<file path="config.mk">
export PLATFORM = sky130hd
export DESIGN_NAME = mux4_rr_arbiter
export DESIGN_NICKNAME = d
export VERILOG_FILES = /design/src/rtl/mux4_rr_arbiter_pkg.sv /design/src/rtl/mux4_rr_arbiter_mux2s.sv /design/src/rtl/mux4_rr_arbiter.sv
export SDC_FILE = /design/constraint.sdc
export NUM_CORES = 1
export LEC_CHECK = 0
export ABC_CLOCK_PERIOD_IN_PS = 3900
export CORE_AREA = 2 2 60 51
export DETAILED_ROUTE_END_ITERATION = 6
export DIE_AREA = 0 0 62 53
export MAX_ROUTING_LAYER = met4
export PLACE_DENSITY = 0.76
export SLEW_MARGIN = 20
export SYNTH_ARGS = -nofsm -noshare
export SYNTH_HDL_FRONTEND = slang
export SYNTH_SLANG_ARGS = --single-unit
</file>
<file path="constraint.sdc">
create_clock -name clk -period 3.9 [get_ports clk]
set_input_delay 0.975 -clock clk [delete_from_list [all_inputs] [get_ports clk]]
set_output_delay 0.975 -clock clk [all_outputs]
set_load 0.01 [all_outputs]
</file>
<file path="src/rtl/mux4_rr_arbiter_pkg.sv">
// Shared types and helpers for the four-way round-robin arbiter.
// Holds the state encoding, requester geometry and the rotating-priority search.
package mux4_arb_pkg;

  localparam int unsigned N_REQ = 4;
  localparam int unsigned SEL_W = 2;

  typedef enum logic {
    IDLE   = 1'b0,
    LOCKED = 1'b1
  } arb_state_e;

  typedef struct packed {
    logic             found;
    logic [SEL_W-1:0] idx;
  } pick_t;

  // First set bit of valid, searching ptr, ptr+1, ... with 2-bit wraparound.
  // The loop runs from the farthest offset down so the nearest candidate wins.
  function automatic pick_t rr_pick(input logic [N_REQ-1:0] valid,
                                    input logic [SEL_W-1:0] ptr);
    pick_t            p;
    logic [SEL_W-1:0] cand;
    p = '0;
    for (int i = N_REQ - 1; i >= 0; i--) begin
      cand = ptr + SEL_W'(i);
      if (valid[cand]) begin
        p.found = 1'b1;
        p.idx   = cand;
      end
    end
    return p;
  endfunction

endpackage

</file>
<file path="src/rtl/mux4_rr_arbiter_mux2s.sv">
// Parameterised 4:1 select mux; routes the granted requester's payload.
module mux2s #(
  parameter int unsigned w = 8
) (
  input  logic [1:0]   s,
  input  logic [w-1:0] d0,
  input  logic [w-1:0] d1,
  input  logic [w-1:0] d2,
  input  logic [w-1:0] d3,
  output logic [w-1:0] y
);

  always_comb begin
    y = d0;
    unique case (s)
      2'd0: y = d0;
      2'd1: y = d1;
      2'd2: y = d2;
      2'd3: y = d3;
    endcase
  end

endmodule

</file>
<file path="src/rtl/mux4_rr_arbiter.sv">
// Four-requester round-robin arbiter with optional burst locking, feeding a
// one-entry registered output stage with its own valid/ready handshake.
module mux4_rr_arbiter
  import mux4_arb_pkg::*;
#(
  parameter int unsigned w     = 8,
  parameter int unsigned BURST = 1
) (
  input  logic         clk,
  input  logic         rst_n,
  input  logic [3:0]   req_valid,
  input  logic [w-1:0] req_data0,
  input  logic [w-1:0] req_data1,
  input  logic [w-1:0] req_data2,
  input  logic [w-1:0] req_data3,
  output logic [3:0]   req_ready,
  output logic         out_valid,
  output logic [w-1:0] out_data,
  output logic [1:0]   out_src,
  input  logic         out_ready
);

  localparam logic [3:0] BurstCnt = 4'(BURST);

  arb_state_e state_q, state_d;
  logic [1:0] owner_q, owner_d;
  logic [1:0] ptr_q, ptr_d;
  logic [3:0] beat_q, beat_d;
  logic       out_valid_q;
  logic [w-1:0] out_data_q;
  logic [1:0] out_src_q;

  logic       load;
  logic       owner_hold;
  logic [1:0] search_ptr;
  pick_t      pick;
  logic [1:0] winner;
  logic       found;
  logic [3:0] beat_inc;
  logic [w-1:0] mux_y;

  // Winner selection. A locked owner that dropped valid releases in this same
  // cycle, so the search restarts just past it and no bubble is inserted.
  always_comb begin
    load       = !out_valid_q || out_ready;
    owner_hold = (state_q == LOCKED) && req_valid[owner_q];
    search_ptr = (state_q == LOCKED) ? owner_q + 2'd1 : ptr_q;
    pick       = rr_pick(req_valid, search_ptr);
    winner     = owner_hold ? owner_q : pick.idx;
    found      = owner_hold || pick.found;
  end

  always_comb begin
    state_d  = state_q;
    owner_d  = owner_q;
    ptr_d    = ptr_q;
    beat_d   = beat_q;
    beat_inc = beat_q + 4'd1;
    if (load) begin
      if (owner_hold) begin
        if (beat_inc == BurstCnt) begin
          state_d = IDLE;
          ptr_d   = owner_q + 2'd1;
          beat_d  = 4'd0;
        end else begin
          beat_d = beat_inc;
        end
      end else begin
        state_d = IDLE;
        ptr_d   = search_ptr;
        beat_d  = 4'd0;
        if (pick.found) begin
          if (BURST > 1) begin
            state_d = LOCKED;
            owner_d = pick.idx;
            beat_d  = 4'd1;
          end else begin
            ptr_d = pick.idx + 2'd1;
          end
        end
      end
    end
  end

  always_comb begin
    req_ready = 4'b0000;
    if (rst_n && load && found) begin
      req_ready[winner] = 1'b1;
    end
  end

  mux2s #(
    .w(w)
  ) u_mux (
    .s (winner),
    .d0(req_data0),
    .d1(req_data1),
    .d2(req_data2),
    .d3(req_data3),
    .y (mux_y)
  );

  always_ff @(posedge clk) begin
    if (!rst_n) begin
      state_q     <= IDLE;
      owner_q     <= 2'd0;
      ptr_q       <= 2'd0;
      beat_q      <= 4'd0;
      out_valid_q <= 1'b0;
      out_data_q  <= '0;
      out_src_q   <= 2'd0;
    end else begin
      state_q <= state_d;
      owner_q <= owner_d;
      ptr_q   <= ptr_d;
      beat_q  <= beat_d;
      if (load) begin
        out_valid_q <= found;
        if (found) begin
          out_data_q <= mux_y;
          out_src_q  <= winner;
        end
      end
    end
  end

  assign out_valid = out_valid_q;
  assign out_data  = out_data_q;
  assign out_src   = out_src_q;

endmodule

</file>
==> impl_metrics.py <==
metrics = {
    "cts": {
        "worstSkewPairLatency_ps": 280,
        "cts_sinks": 13,
        "cts_setup_buffers": 0,
        "cts_root_buffer": "clkbuf_4",
        "cts_hold_buf": 0,
        "clkSlewWorstSetupHoldPaths_ps": 80,
        "tritoncts": "built",
        "htree_levels": 1,
        "cts_buffers": 3,
        "cts_buffer_depth": 2,
    },
    "synth": {
        "synthMuxAreaShare": 0.0103,
        "synthAdderAreaFrac": 0.0387,
        "yosys_warnings": 0,
        "syn-num-nets": 160,
        "synth_cell_types": 33,
        "synth_xor_area_frac": 0,
        "synth_top_family_by_area": "compound AO/OA/AOI/OAI gates",
        "synth_flop_cell": "dfxtp_1",
        "synthArstFlopShare": 0,
        "avgSynthCellArea_um2": 8.22,
        "ys_ff_latch": 13,
        "syn_area_um2": 970,
        "synth_edf_count": 0,
        "yosys.area_share.simple": 0.219,
        "yosysSeqAreaShare": 0.268,
        "synth_compound_area_frac": 0.365,
        "netlist_instances": 118,
    },
    "routing": {
        "drt_iter0_markers": 55,
        "num_vias": 1165,
        "drc": 0,
        "dr.pass1.iters": 4,
        "wl_um": 3350,
        "wire_per_inst_um": 15.4,
        "routed_via_density": 5.37,
        "drtAntennaViolNets": 0,
    },
    "global_route": {
        "grt.total_usage": 0.218,
        "grt_first_pass_wirelength_um": 5080,
        "grt_max_degree": 24,
        "grt_pass1_vias": 1133,
        "antenna_found_initial": 0,
        "grt_remaining_overflow": 0,
    },
    "worst_setup_path": {
        "critical_path_class": "in -> out",
        "worst_setup_path_end_kind": "output port",
        "critPathRequiredTime_ps": 2920,
        "crit_fanout": 5,
        "cp.arrival_ps": 2740,
        "critPathLaunchType": "input pin",
    },
    "layout": {
        "drive_gt1_frac": 0.162,
        "areaGrowthSynthToFinish_pct": 69.4,
        "fillers": 241,
        "nNetsFinal": 222,
        "diodes": 0,
    },
    "timing": {
        "timing.fmax_ghz": 0.269,
        "hold_viol_final": 0,
        "final_max_slew_viol_count": 0,
        "finalWorstSetupSlack_ps": 189,
        "grt_setup_unrepaired": "false",
        "min_period_ps": 3710,
        "tightest_slew_ps": 609,
        "hold-worst-slack_ps": 478,
        "clock_skew_ps": 2.30,
        "slew_headroom": 0.594,
        "setup_viol": 0,
        "finalCritPeriodShare": 0.952,
        "tns_ps": 0,
    },
    "placement": {
        "dp_hpwl_um": 2440,
        "gp_congestion": 0.871,
        "dpl_worst_slack_ps": -156,
        "portBuffers": 53,
    },
    "flow_run": {
        "cap_viol_max_count": 0,
    },
    "floorplan": {
        "dieWidth_um": 62,
        "core-area_um2": 2660,
        "die_h_um": 53,
        "rows": 17,
        "ios": 54,
        "start_util": 0.365,
        "die-area_um2": 3290,
    },
    "power_and_ir_drop": {
        "p_per_area_nw_per_um2": 318,
        "leakage_nw": 0.691,
        "peakVddDrop_v": 0.000249,
        "power_mw": 0.522,
    },
    "hold_path": {
        "hold_path.class": "reg -> reg",
    },
    "status": {
        "status": "finished, final reports clean",
    },
}
-- logic make-up (layout without fill, tap and decap cells) --
kind of cell / after synthesis / after routing
adder cells (fa/ha/maj): 3 / 3
buffers and inverters: 17 / 78
flip-flops: 13 / 13
multiplexers: 1 / 1
AND/OR/NAND/NOR: 42 / 42
AO/OA/AOI/OAI: 42 / 42
-- sequential cells by signal, summed over array words and instances (netlist names) --
name / count
out_data: 8
out_src: 2
ptr_q: 2
out_valid: 1
-- Yosys cell counts (all sizes together), types with 2 or more instances --
cell / instances / share of area
nand2: 20 / 0.077
dfxtp: 13 / 0.27
nand2b: 11 / 0.071
a21oi: 9 / 0.046
a221o: 8 / 0.083
a41oi: 8 / 0.095
o41ai: 8 / 0.072
buf: 7 / 0.059
clkbuf: 5 / 0.019
inv: 5 / 0.019
a21boi: 3 / 0.023
ha: 3 / 0.039
and2: 2 / 0.015
and3: 2 / 0.013
o22ai: 2 / 0.013
-- cells in the final DEF (no fill, tap or decap), types with 3 or more instances in the layout --
master / count
clkbuf_4: 3
o41ai_1: 8
clkdlybuf4s50_1: 48
a41oi_1: 5
nand2b_1: 10
dlygate4sd2_1: 3
a221o_1: 8
buf_4: 16
nand2_1: 19
a21oi_1: 9
inv_1: 5
ha_1: 3
a41oi_2: 3
dfxtp_1: 13
-- path summary, 6_finish.rpt --
| check | startpoint | to | slack, ps | depth (start not counted) |
|---|---|---|---|---|
| setup / recovery | req_valid[1] | req_ready[1] | 190 | 8 |
| hold / removal | out_src[0] | out_src[0] | 480 | 2 |
| setup reg to reg | ptr_q[1] | out_data[6] | 1370 | 9 |
| hold reg to reg | out_src[0] | out_src[0] | 480 | 2 |
-- stage by stage --
stage,instance area (um2),instances,utilization
detailed placement,1590,213,0.599
floorplan,970,118,-
CTS,1620,217,0.610
global route,1640,217,0.618
finish,1640,217,0.618
global placement,1590,213,0.599
-- power by group --
group          switching, mW  internal [mW]  total [mW]  leakage (nW)
clock network         0.0495         0.0398      0.0893        0.0150
registers             0.0140          0.154       0.168         0.108
logic                  0.118          0.147       0.265         0.568
total                  0.181          0.340       0.522         0.691
-- metal layers --
metal | track usage | vias up | part of all wire
met1 | 0.245 | 539 | 0.44
met5 | - | - | 0
met2 | 0.372 | 54 | 0.47
met4 | 0.0638 | 0 | 0.012
li1 | - | 566 | -
met3 | 0.0611 | 6 | 0.079
-- worst max-delay path: stages --
cell	delay, ps
clkdlybuf4s50_1	510
a21boi_2	180
o22ai_1	80
or2_2	330
inv_1	100
ha_1	160
and3_1	140
dlygate4sd2_1	260
-- layout make-up --
cell class	count	area, um2	area share
multi-input combinational	88	638	0.388
timing repair buffer	69	652	0.397
clock buffer	4	26.3	0.0160
tap	38	47.5	0.0289
inverter	5	18.8	0.0114
sequential	13	260	0.158
-- what timing repair did --
action	4_1_cts	5_1_grt
setup endpoints to repair	4	1
pin swaps	0	1
gates resized for setup	6	5
(Power assumes the default switching activity.)
